<file path="src/rtl/spdif_tx_if.sv">
// spdif_tx_if: sample-pair handshake between an audio source and spdif_tx.
// The source drives a left/right pair with valid; the transmitter answers ready.
interface spdif_tx_if;
    logic [23:0] sample_left;
    logic [23:0] sample_right;
    logic        sample_valid;
    logic        sample_ready;

    modport master (
        output sample_left,
        output sample_right,
        output sample_valid,
        input  sample_ready
    );

    modport slave (
        input  sample_left,
        input  sample_right,
        input  sample_valid,
        output sample_ready
    );
endinterface

</file>
<file path="src/rtl/spdif_tx.sv">
// spdif_tx: consumer S/PDIF transmitter, 24-bit stereo, biphase-mark line code.
// Define SPDIF_TX_CHSTAT_EN to send consumer channel status (copy ok, 48 kHz).
module spdif_tx #(
    parameter int CLK_DIV = 4
) (
    input  logic       clk,
    input  logic       resetb,
    input  logic       ena,
    spdif_tx_if.slave  s_bus,
    output logic       tx_out,
    output logic       block_start,
    output logic       underrun
);
    localparam int DW = $clog2(CLK_DIV);
    localparam logic [DW-1:0] DIV_MAX = DW'(CLK_DIV - 1);
    localparam logic [7:0] PRE_B = 8'b11101000;
    localparam logic [7:0] PRE_M = 8'b11100010;
    localparam logic [7:0] PRE_W = 8'b11100100;

    logic [DW-1:0] r_div;
    logic [5:0]    r_ui;
    logic          r_sub;
    logic [7:0]    r_frame;
    logic          r_tx;
    logic          r_plvl;
    logic          r_bs;
    logic          r_ur;
    logic          r_ready;
    logic          r_full;
    logic [23:0]   r_hold_l;
    logic [23:0]   r_hold_r;
    logic [23:0]   r_txl;
    logic [23:0]   r_txr;
    logic          r_v;

    logic          w_tick;
    logic          w_fs;
    logic          w_acc;
    logic          w_full_nxt;
    logic [4:0]    w_slot;
    logic          w_c;
    logic [23:0]   w_samp;
    logic          w_par;
    logic [31:0]   w_word;
    logic          w_bit;
    logic [7:0]    w_pre;
    logic          w_ref;
    logic          w_nxt;

    assign w_tick     = (r_div == '0);
    assign w_fs       = w_tick && (r_ui == 6'd0) && !r_sub;
    assign w_acc      = s_bus.sample_valid && r_ready;
    assign w_full_nxt = w_acc || (r_full && !w_fs);
    assign w_slot     = r_ui[5:1];

`ifdef SPDIF_TX_CHSTAT_EN
    // Channel status bit 2 (copy permitted) and bit 25 (48 kHz code 0100).
    assign w_c = (r_frame == 8'd2) || (r_frame == 8'd25);
`else
    assign w_c = 1'b0;
`endif

    assign w_samp = r_sub ? r_txr : r_txl;
    assign w_par  = ^{w_samp, r_v, w_c};
    assign w_word = {w_par, w_c, 1'b0, r_v, w_samp, 4'b0000};
    assign w_bit  = w_word[w_slot];

    always_comb begin
        w_pre = PRE_M;
        if (r_sub)
            w_pre = PRE_W;
        else if (r_frame == 8'd0)
            w_pre = PRE_B;
    end

    // Preamble polarity follows the level of the UI just before it.
    assign w_ref = (r_ui == 6'd0) ? r_tx : r_plvl;

    always_comb begin
        w_nxt = ~r_tx;
        if (w_slot < 5'd4)
            w_nxt = w_pre[~r_ui[2:0]] ^ w_ref;
        else if (r_ui[0])
            w_nxt = r_tx ^ w_bit;
    end

    always_ff @(posedge clk) begin
        if (!resetb) begin
            r_div    <= '0;
            r_ui     <= '0;
            r_sub    <= 1'b0;
            r_frame  <= '0;
            r_tx     <= 1'b0;
            r_plvl   <= 1'b0;
            r_bs     <= 1'b0;
            r_ur     <= 1'b0;
            r_ready  <= 1'b0;
            r_full   <= 1'b0;
            r_hold_l <= '0;
            r_hold_r <= '0;
            r_txl    <= '0;
            r_txr    <= '0;
            r_v      <= 1'b1;
        end else if (!ena) begin
            r_div   <= '0;
            r_ui    <= '0;
            r_sub   <= 1'b0;
            r_frame <= '0;
            r_tx    <= 1'b0;
            r_plvl  <= 1'b0;
            r_bs    <= 1'b0;
            r_ur    <= 1'b0;
            r_ready <= 1'b0;
        end else begin
            r_bs  <= 1'b0;
            r_ur  <= 1'b0;
            r_div <= (r_div == DIV_MAX) ? '0 : r_div + 1'b1;
            if (w_tick) begin
                r_tx <= w_nxt;
                r_ui <= r_ui + 6'd1;
                if (r_ui == 6'd0)
                    r_plvl <= r_tx;
                if (r_ui == 6'd63) begin
                    r_sub <= ~r_sub;
                    if (r_sub)
                        r_frame <= (r_frame == 8'd191) ? 8'd0 : r_frame + 8'd1;
                end
            end
            // Old pair leaves the holding register even if a new one lands now.
            if (w_fs) begin
                r_bs  <= (r_frame == 8'd0);
                r_ur  <= ~r_full;
                r_txl <= r_full ? r_hold_l : 24'h000000;
                r_txr <= r_full ? r_hold_r : 24'h000000;
                r_v   <= ~r_full;
            end
            if (w_acc) begin
                r_hold_l <= s_bus.sample_left;
                r_hold_r <= s_bus.sample_right;
            end
            r_full  <= w_full_nxt;
            r_ready <= ~w_full_nxt;
        end
    end

    assign s_bus.sample_ready = r_ready;
    assign tx_out             = r_tx;
    assign block_start        = r_bs;
    assign underrun           = r_ur;
endmodule

</file>
<file path="src/flat_wrapper.sv">
// flat-port wrapper written by rule: the top's interface ports become plain ports
module spdif_tx_flat 
#(
    parameter int CLK_DIV = 4
)
  (clk, resetb, ena, tx_out, block_start, underrun, s_bus_sample_left, s_bus_sample_right, s_bus_sample_valid, s_bus_sample_ready);
  spdif_tx_if s_bus_i ();
  input  logic clk;
  input  logic resetb;
  input  logic ena;
  output logic tx_out;
  output logic block_start;
  output logic underrun;
  input wire logic [$bits(s_bus_i.sample_left)-1:0] s_bus_sample_left;
  input wire logic [$bits(s_bus_i.sample_right)-1:0] s_bus_sample_right;
  input wire logic [$bits(s_bus_i.sample_valid)-1:0] s_bus_sample_valid;
  output wire logic [$bits(s_bus_i.sample_ready)-1:0] s_bus_sample_ready;
  assign s_bus_i.sample_left = s_bus_sample_left;
  assign s_bus_i.sample_right = s_bus_sample_right;
  assign s_bus_i.sample_valid = s_bus_sample_valid;
  assign s_bus_sample_ready = s_bus_i.sample_ready;
  spdif_tx #(.CLK_DIV(CLK_DIV)) u_core (.clk(clk), .resetb(resetb), .ena(ena), .s_bus(s_bus_i), .tx_out(tx_out), .block_start(block_start), .underrun(underrun));
endmodule
</file>
<file path="config.mk">
export PLATFORM = sky130hd
export DESIGN_NAME = spdif_tx_flat
export DESIGN_NICKNAME = d
export VERILOG_FILES = /design/src/rtl/spdif_tx_if.sv /design/src/rtl/spdif_tx.sv /design/src/flat_wrapper.sv
export SDC_FILE = /design/constraint.sdc
export NUM_CORES = 1
export LEC_CHECK = 0
export ABC_AREA = 1
export BUFFER_PORTS_ARGS = -buffer_cell sky130_fd_sc_hd__buf_2
export CELL_PAD_IN_SITES_DETAIL_PLACEMENT = 1
export CELL_PAD_IN_SITES_GLOBAL_PLACEMENT = 2
export CORE_ASPECT_RATIO = 1.25
export CORE_MARGIN = 2
export CORE_UTILIZATION = 35
export CTS_CLUSTER_DIAMETER = 150
export DETAILED_ROUTE_END_ITERATION = 8
export GPL_ROUTABILITY_DRIVEN = 0
export GPL_TIMING_DRIVEN = 0
export PLACE_DENSITY = 0.91
export SYNTH_ARGS = -nofsm -noshare
export SYNTH_HDL_FRONTEND = slang
export SYNTH_SLANG_ARGS = --single-unit
</file>
<file path="constraint.sdc">
create_clock -name clk -period 3.1 [get_ports clk]
set_input_delay 0.31 -clock clk [delete_from_list [all_inputs] [get_ports clk]]
set_output_delay 0.31 -clock clk [all_outputs]
set_load 0.02 [all_outputs]
</file>
==> results of run 1 <==
-- logic make-up (layout without fill, tap and decap cells) --
group	Yosys count	after routing	synth area share (%)
AO/OA/AOI/OAI	178	178	17.3
XOR/XNOR	1	1	0.149
adder cells (fa/ha/maj)	6	6	1.27
buffers and inverters	135	221	9.40
flip-flops	120	120	40.7
AND/OR/NAND/NOR	445	445	31.2
-- final timing paths --
| kind | start | end | slack [ns] | depth (start not counted) |
|---|---|---|---|---|
| worst min register to register | u_core.r_txr[2] | u_core.r_txr[2] | 0.46 | 2 |
| worst max register to register | u_core.r_ui[4] | u_core.r_txl[13] | 0.62 | 9 |
| worst min-delay path | s_bus_sample_left[13] | u_core.r_hold_l[13] | 0.15 | 3 |
| worst max-delay path | u_core.r_ui[4] | u_core.r_txl[13] | 0.62 | 9 |
-- metrics by stage --
stage                     instances  setup WS, ns
final                          1191         0.616
after global routing           1191         0.311
after CTS                      1191         0.572
after detailed placement       1159         0.593
after global placement         1159         0.669
after floorplan                 885          1.26
-- tightest hold or removal path, stage by stage --
cell	delay, ns
buf_2	0.09
nand3_1	0.07
a21oi_1	0.06
-- state kept, by name, indices dropped and copies added, names as in the netlist, 2 cells and up --
register	flops
u_core.r_hold_l	24
u_core.r_hold_r	24
u_core.r_txl	24
u_core.r_txr	24
u_core.r_frame	8
u_core.r_ui	6
u_core.r_div	2
-- routing by layer --
layer,routed length (um),up-vias,part of all wire (%)
met5,0,-,0
met4,690,0,3.7
met3,420,32,2.2
met2,9430,91,50
met1,8320,2716,44
li1,-,3047,-
-- where the power goes --
| part | leakage [nW] | internal (mW) | switching, mW |
|---|---|---|---|
| Combinational | 1.60 | 0.119 | 0.255 |
| Clock | 0.282 | 1.14 | 0.794 |
| Sequential | 0.975 | 1.60 | 0.0299 |
-- area by class of cell --
| class | instances | area, um^2 | area share (%) |
|---|---|---|---|
| multi-input combinational | 630 | 2940 | 41.9 |
| sequential | 120 | 2400 | 34.2 |
| clock buffer | 18 | 439 | 6.25 |
| inverter | 83 | 312 | 4.44 |
| tap | 220 | 275 | 3.92 |
| timing repair buffer | 54 | 270 | 3.85 |
| buffer | 52 | 243 | 3.46 |
| clock inverter | 14 | 139 | 1.98 |
-- cells in the final DEF, fill, tap and decap left out, types with 23 or more instances in the layout --
master	count
nand2_1	315
inv_1	75
buf_2	56
clkbuf_1	38
o21ai_0	32
nor2_1	23
a21oi_1	97
nand3_1	88
dfxtp_1	120
a211oi_1	34
==> flow_summary.yaml, run 1 <==
global_route:
  grtUsageTotal_pct: 22.5
  grt_pass1_wl_um: 31100
  gr-usage-met3_pct: 3.78
  grt_start_max_net_pins: 17
  grt_antenna_before_repair: 0
  grt_use_met2_pct: 39.5
  grt_pass1_vias: 6014
  top_usage_layer: "met2"
  grt_overflow_total: 0
  grtUsageMet1_pct: 26.4
detailed_routing:
  wl_per_cell_um: 15.8
  drt_iter0_drc: 201
  drc_errors: 0
  vias: 5886
  drtPass1Iterations: 4
  ant_nets: 0
  finalWirelength_um: 18900
  vias_per_cell: 4.94
power_and_ir_drop:
  peakVddDrop_v: 0.000412
  p_total_mw: 3.94
  leakagePower_nw: 2.85
  p_per_area_nw_per_um2: 561
final_layout:
  nets: 1016
  drive_gt1_share_pct: 11.2
  final_area_um2: 7020
  postLayoutCoreUtil_pct: 42.2
  antenna_cells: 0
  fillCellCount: 2211
  syn2layout_area_growth_pct: 19.0
placed_design:
  portBuffers: 54
  post-dp-hpwl_um: 14800
  place_area_um2: 6440
cts:
  path_clk_slew_ns: 0.06
  root_buffer: "clkbuf_16"
  post_cts_buffers: 0
  cts_hold_buf: 0
  cts_htree_levels: 4
  cts_buffer_depth: 2
  numCtsBuffers: 17
  clk_latency_ns: 0.43
  cts_tree: "yes"
  clock_sinks: 120
  post_cts_resized: 0
worst_setup_path:
  setup.worst_path.class: "register to register"
  slowest_stage: "nor2_1"
  cp.arrival_ns: 2.83
  cpPeakStageDelay_ns: 0.38
  end_kind: "register"
  path_delay_family: "simple AND/OR/NAND/NOR gates"
  crit_buf_inv: 3
  required_ns: 3.45
  worstPathCellList: "clkbuf_1 -> nor2_1 -> nand4_1 -> nor2_1 -> nand3_2 -> inv_2 -> nand2_1 -> clkbuf_1 -> o21ai_0"
  cp_max_fo: 10
  start_kind: "register"
synthesis:
  yosys.cell_types.count: 33
  seq_area_frac_synth_pct: 40.7
  yosys_warnings: 0
  synth_area_leader_cell: "dfxtp_1"
  avgSynthCellArea_um2: 6.66
  yosys.cell_count.top_type: "nand2_1"
  synth-edff-count: 0
  syn_inst: 885
  synth_commonest_cells: "nand2_1 (315), dfxtp_1 (120), a21oi_1 (97)"
  yosys-top-cells-area: "dfxtp_1 (41%), nand2_1 (20%), a21oi_1 (8.2%), nand3_1 (7.5%), inv_1 (4.8%)"
  netlist.area_leader.share_pct: 40.7
  synthesis.area_um2: 5900
  ys_seq_elements: 120
  synthFlopType: "dfxtp_1"
  syn-num-nets: 943
  synthArstFlopShare_pct: 0
die:
  die_y_um: 149
  core_um2: 16600
  die_area_um2: 17900
  fp.dieW_um: 120
  rows: 53
  start_util_pct: 35.4
  num_io_pins: 56
sta:
  timing.fmax_mhz: 403
  setup_viol: 0
  timing.hold.ws_ns: 0.151
  rsz0062_at_grt: "false"
  fin_crit_sh_pct: 80.1
  worstMarginPinSlew_ns: 0.560
  hold_viol: 0
  skew_ns: 0.0171
  final_max_slew_viol_count: 0
  period_minus_slack_ns: 2.48
  maxSlewHeadroom_pct: 62.6
  finalSetupTns_ns: 0
run_status:
  status: "complete, no violations"
min_path:
  min_path_type: "input pin to register"
job:
  cap_violations: 0
(Power assumes the default switching activity.)
==> run 2, diff against run 1 <==
--- a/config.mk
+++ b/config.mk
@@ -11,12 +11,12 @@
 export CELL_PAD_IN_SITES_GLOBAL_PLACEMENT = 2
 export CORE_ASPECT_RATIO = 1.25
 export CORE_MARGIN = 2
-export CORE_UTILIZATION = 35
+export CORE_UTILIZATION = 30
 export CTS_CLUSTER_DIAMETER = 150
 export DETAILED_ROUTE_END_ITERATION = 8
 export GPL_ROUTABILITY_DRIVEN = 0
 export GPL_TIMING_DRIVEN = 0
-export PLACE_DENSITY = 0.91
+export PLACE_DENSITY = 0.83
 export SYNTH_ARGS = -nofsm -noshare
 export SYNTH_HDL_FRONTEND = slang
 export SYNTH_SLANG_ARGS = --single-unit
==> constraint.sdc (replaced) <==
create_clock -name clk -period 2.2 [get_ports clk]
set_input_delay 0.22 -clock clk [delete_from_list [all_inputs] [get_ports clk]]
set_output_delay 0.22 -clock clk [all_outputs]
set_load 0.02 [all_outputs]
==> run 2 against run 1 <==
Total power increased by 41%. Setup slack lost 0.53 ns. Clock power grew 39%. Largest power group unchanged.
==> flow_summary.yaml, run 2 (synthesized netlist as in run 1, its figures left out) <==
die:
  start_util_pct: 30.5
  rows: 57
  num_io_pins: 56
  core_um2: 19300
  die_y_um: 161
  die_area_um2: 20800
  fp.dieW_um: 129
sta:
  skew_ns: 0.00742
  hold_viol: 0
  timing.hold.ws_ns: 0.0613
  timing.fmax_mhz: 474
  rsz0062_at_grt: "true"
  fin_crit_sh_pct: 95.9
  period_minus_slack_ns: 2.11
  worstMarginPinSlew_ns: 0.661
  setup_viol: 0
  maxSlewHeadroom_pct: 55.9
  final_max_slew_viol_count: 0
final_layout:
  antenna_cells: 0
  drive_gt1_share_pct: 17.2
  nets: 1027
  final_cell_mix: "nand2_1 (285), dfxtp_1 (119), a21oi_1 (93)"
  postLayoutCoreUtil_pct: 38.5
  syn2layout_area_growth_pct: 26.2
  final_common_cell: "nand2_1"
worst_setup_path:
  cpPeakStageDelay_ns: 0.44
  setup.worst_path.class: "register to register"
  start_kind: "register"
  worstPathCellList: "clkbuf_16 -> nand2_1 -> nand2_1 -> inv_1 -> nand2_1 -> nand2_1 -> nand2_2 -> nand2_1 -> nand2_1 -> nand2_1 -> inv_1 -> nand2_1 -> nand3_1 -> nand3_2 -> nand2_1 -> nand2_2 -> nand2_1 -> nand2_1 -> nand3_1 -> a21oi_1"
  slowest_stage: "dfxtp_4"
  cp_max_fo: 5
  end_kind: "register"
  cp.arrival_ns: 2.42
  required_ns: 2.51
  cp_common_cell: "nand2_1"
min_path:
  min_path_type: "input pin to register"
detailed_routing:
  vias_per_cell: 4.77
  ant_nets: 0
  vias: 5939
  drc_errors: 0
  drtPass1Iterations: 4
  drt_iter0_drc: 218
  finalWirelength_um: 19600
  wl_per_cell_um: 15.8
cts:
  clk_latency_ns: 0.42
  cts_tree: "yes"
  path_clk_slew_ns: 0.06
  cts_hold_buf: 0
  cts_htree_levels: 4
  numCtsBuffers: 17
  root_buffer: "clkbuf_16"
  cts_buffer_depth: 2
  clock_sinks: 120
power_and_ir_drop:
  leakagePower_nw: 2.98
  p_per_area_nw_per_um2: 748
  peakVddDrop_v: 0.000541
  p_total_mw: 5.57
global_route:
  grt_antenna_before_repair: 0
  grt_pass1_vias: 5936
  grt_overflow_total: 0
  grt_start_max_net_pins: 17
  grt_pass1_wl_um: 31000
  grtUsageTotal_pct: 19.4
placed_design:
  post-dp-hpwl_um: 15300
  portBuffers: 54
job:
  cap_violations: 0
run_status:
  status: "complete, no violations"
## run 2: routing by layer
metal / GRT usage [%] / share of wire [%] / up-vias
li1: - / - / 3074
met1: 22.7 / 43 / 2729
met5: 0 / 0 / -
met4: 9.38 / 4.1 / 0
met3: 3.46 / 2.6 / 42
met2: 33.7 / 50 / 94
## run 2: area by class of cell
type	instances	area [um^2]
well taps	265	332
repair buffers	65	405
clock inverters	12	116
inverters	83	323
multi-input cells	630	3120
clock buffers	19	453
flip-flops and latches	120	2410
fillers	2489	11900
plain buffers	52	293
## run 2: power breakdown
part | internal [mW] | total, mW | switching, mW
Combinational | 0.193 | 0.573 | 0.381
Clock | 1.62 | 2.70 | 1.08
Sequential | 2.25 | 2.29 | 0.0428
## run 2: worst paths after layout
| kind | start | endpoint | slack (ns) | cells after the start |
|---|---|---|---|---|
| min | s_bus_sample_right[8] | u_core.r_hold_r[8] | 0.06 | 3 |
| max reg2reg | u_core.r_sub | u_core.tx_out | 0.09 | 20 |
| min reg2reg | u_core.r_txr[12] | u_core.r_txr[12] | 0.46 | 2 |
| max | u_core.r_sub | u_core.tx_out | 0.09 | 20 |
## run 2: stage by stage
step | TNS [ns] | setup WS [ns] | area (um^2) | instances
after floorplan | 0 | 0.360 | 5900 | 885
after global placement | -10.65 | -0.389 | 6500 | 1204
after detailed placement | -13.29 | -0.427 | 6500 | 1204
after CTS | 0 | 0.00229 | 7120 | 1235
after global routing | -0.175 | -0.108 | 7450 | 1246
final | 0 | 0.0901 | 7450 | 1246
## run 2: critical path: cells and delay by family, from the launching register on
| family | cells | cell delay (ns) |
|---|---|---|
| compound gates | 1 | 0.06 |
| buf+inv | 3 | 0.33 |
| flops | 1 | 0.44 |
| simple gates | 16 | 1.18 |
## run 2: timing repair
| action | CTS | global route |
|---|---|---|
| pin swaps | 0 | 8 |
| setup buffers | 0 | 8 |
| cloned | 0 | 3 |
| resized for setup | 17 | 59 |
| setup endpoints to repair | 53 | 53 |
| hold endpoints to repair | 0 | 0 |
==> run 3, diff against run 2 <==
--- a/config.mk
+++ b/config.mk
@@ -5,13 +5,12 @@
 export SDC_FILE = /design/constraint.sdc
 export NUM_CORES = 1
 export LEC_CHECK = 0
-export ABC_AREA = 1
 export BUFFER_PORTS_ARGS = -buffer_cell sky130_fd_sc_hd__buf_2
 export CELL_PAD_IN_SITES_DETAIL_PLACEMENT = 1
 export CELL_PAD_IN_SITES_GLOBAL_PLACEMENT = 2
 export CORE_ASPECT_RATIO = 1.25
 export CORE_MARGIN = 2
-export CORE_UTILIZATION = 30
+export CORE_UTILIZATION = 33
 export CTS_CLUSTER_DIAMETER = 150
 export DETAILED_ROUTE_END_ITERATION = 8
 export GPL_ROUTABILITY_DRIVEN = 0
==> run 3 against run 2 <==
The flow now finishes with violations (setup timing). Sequential power shrank 3%. Sequential share of layout area up 1.2 points. Synthesized cell count is 28% lower. Largest cell class unchanged. Utilization is 4.5 points higher. Global-route usage fell by 0.17 points. Area after synthesis shrank 5.2%. Cell area decreased by 3.4%.
==> flow_summary.yaml, run 3 <==
worst_setup_path:
  crit_end: "u_core.tx_out"
  rrSetupSlack_ns: -0.10
  cp-startpoint: "u_core.r_ui[1]"
  end_kind: "register"
  regToRegEndpoint: "u_core.tx_out"
  cp_max_fo: 7
  setup.worst_path.class: "register to register"
  r2r-start: "u_core.r_ui[1]"
  start_kind: "register"
  required_ns: 2.49
  rr_worst_depth: 8
  cp.arrival_ns: 2.60
sta:
  timing.hold.ws_ns: 0.0273
  setup_viol: 1
  final_max_slew_viol_count: 0
  timing.final.ws_setup_ns: -0.104
  maxSlewHeadroom_pct: 56.9
  timing.fmax_mhz: 434
  fin_crit_sh_pct: 105
  skew_ns: 0.00553
  rsz0062_at_grt: "true"
  worstMarginPinSlew_ns: 0.646
  period_minus_slack_ns: 2.30
  hold_viol: 0
power_and_ir_drop:
  p_switching_mw: 1.29
  p_total_mw: 5.62
  peakVddDrop_v: 0.000489
  leakagePower_nw: 2.62
  pwr-share-seq_pct: 39.6
  power_frac_comb_pct: 7.6
  swShare_pct: 22.9
  p_per_area_nw_per_um2: 782
  p_clk_share_pct: 52.8
  p_int_mw: 4.33
cts:
  root_buffer: "clkbuf_16"
  clk_latency_ns: 0.42
  cts_buffer_depth: 2
  cts_tree: "yes"
  path_clk_slew_ns: 0.06
  clock_sinks: 120
  numCtsBuffers: 17
  cts_htree_levels: 4
final_layout:
  final_cell_mix: "nand2_1 (157), dfxtp_1 (113), a21boi_0 (68)"
  drive_gt1_share_pct: 22.6
  postLayoutCoreUtil_pct: 43.1
  final_cells: 953
  nets: 778
  syn2layout_area_growth_pct: 28.7
  antenna_cells: 0
  final_common_cell: "nand2_1"
global_route:
  grt_overflow_total: 0
  grt_pass1_wl_um: 26500
  grt_pass1_vias: 5187
  grt_start_max_net_pins: 17
  grt_antenna_before_repair: 0
  grtUsageTotal_pct: 19.2
detailed_routing:
  vias: 4746
  wl_per_cell_um: 17.0
  vias_per_cell: 4.98
  finalWirelength_um: 16200
  ant_nets: 0
  drtPass1Iterations: 4
  drc_errors: 0
  drt_iter0_drc: 135
synthesis:
  syn-num-nets: 697
  yosys.cell_count.top_type: "nand2_1"
  synthesis.area_um2: 5590
  synth_commonest_cells: "nand2_1 (158), dfxtp_1 (120), a21boi_0 (96)"
  synthXorXnorAreaFrac_pct: 7.21
  yosys.area_share.adder_pct: 1.34
  syn_inst: 639
  yosys.cell_types.count: 37
  synth-edff-count: 0
  synth_area_leader_cell: "dfxtp_1"
  netlist.area_leader.share_pct: 43.0
  synthArstFlopShare_pct: 0
  yosys_warnings: 0
  synth_top_family_by_area: "simple AND/OR/NAND/NOR gates"
  seq_area_frac_synth_pct: 43.0
  synthFlopType: "dfxtp_1"
  ys_seq_elements: 120
  synth-compound-area-share_pct: 15.6
  avgSynthCellArea_um2: 8.75
  yosys-top-cells-area: "dfxtp_1 (43%), a21boi_0 (13%), nand2_1 (11%), mux4_2 (5.6%), nand3_1 (4.7%)"
  synth-simple-area-share_pct: 20.2
  muxShareOfSynthArea_pct: 8.33
die:
  rows: 53
  num_io_pins: 56
  core_um2: 16700
  die_y_um: 150
  start_util_pct: 33.4
  die_area_um2: 18000
  fp.dieW_um: 120
placed_design:
  post-dp-hpwl_um: 12000
  placed_cells: 913
  portBuffers: 54
min_path:
  hp-start: "s_bus_sample_valid"
  min_path_type: "input pin to register"
run_status:
  violations: "setup timing"
  status: "finished with violations"
job:
  cap_violations: 0
==> run 3: cell types whose count changed in the layout (fill, tap and decap cells not counted), moves of 27 or more <==
cell,before,now
a21oi_1,93,10
nand2_1,285,157
xor2_1,0,27
a21boi_0,0,68
a211oi_1,34,0
inv_1,74,5
nand2_2,31,0
nand3_1,85,50
==> run 3: routing by layer <==
metal  up-vias  share of wire, %  track usage [%]
li1       2330                 -                -
met2        74                54             35.7
met4         0               3.1             8.90
met1      2309                40             20.3
met3        33               3.0             4.50
met5         -                 0                0
==> run 3: timing repair <==
action                                  in CTS  in global routing
hold buffers                                 0                  0
pin swaps                                    9                 18
cloned                                       1                  0
resized for setup                           63                 53
endpoints found under the hold margin        0                  0
endpoints found under the setup margin      54                 62
setup buffers                               11                  1
==> run 3: worst max-delay path, cell delays in order, from the launching register on <==
cell	delay [ns]
dfxtp_2	0.34
buf_8	0.15
buf_6	0.10
mux4_2	0.51
mux4_2	0.47
o211ai_1	0.20
o221ai_2	0.14
mux2i_1	0.18
a21oi_1	0.09
==> run 3: final cells by class <==
cell class / instances / area [um^2]
Buffer: 45 / 304
Clock buffer: 18 / 439
Clock inverter: 14 / 196
Fill cell: 1967 / 9520
Inverter: 6 / 27.5
Multi-Input combinational cell: 463 / 3120
Sequential cell: 120 / 2410
Tap cell: 220 / 275
Timing Repair Buffer: 67 / 420
==> run 3: worst min path at each step <==
stage / end / cells after the start
2_1_floorplan: u_core.s_bus.sample_ready / 1
3_3_place_gp: u_core.r_div[0] / 1
3_5_place_dp: u_core.r_div[0] / 1
4_1_cts: u_core.s_bus.sample_ready / 2
5_1_grt: u_core.s_bus.sample_ready / 2
6_report: u_core.s_bus.sample_ready / 2
==> run 3: kinds of logic (layout without fill, tap and decap cells) <==
kind of cell    after synthesis  in the layout
xor+xnor                     46             46
flops                       120            120
fa+ha+maj                     6              6
mux                          29             29
compound gates              122            122
buf+inv                      56            150
simple gates                260            260
==> run 3: power groups by stage <==
| stage | sequential, mW | clock [mW] | combinational (mW) |
|---|---|---|---|
| 2_1_floorplan | 2.27 | 0 | 0.191 |
| 3_3_place_gp | 2.27 | 0 | 0.312 |
| 3_5_place_dp | 2.27 | 0 | 0.324 |
| 4_1_cts | 2.23 | 3.02 | 0.413 |
| 5_1_grt | 2.23 | 3.14 | 0.465 |
| 6_report | 2.23 | 2.97 | 0.426 |
==> run 3: per-stage QoR <==
stage                     worst slack, ns  area, um^2  TNS (ns)
after floorplan                   0.00889        5600         0
after global placement             -0.349        6150    -14.22
after detailed placement           -0.453        6150    -17.93
after CTS                          -0.162        7070    -0.168
after global routing               -0.238        7190    -0.696
final                              -0.104        7190    -0.104
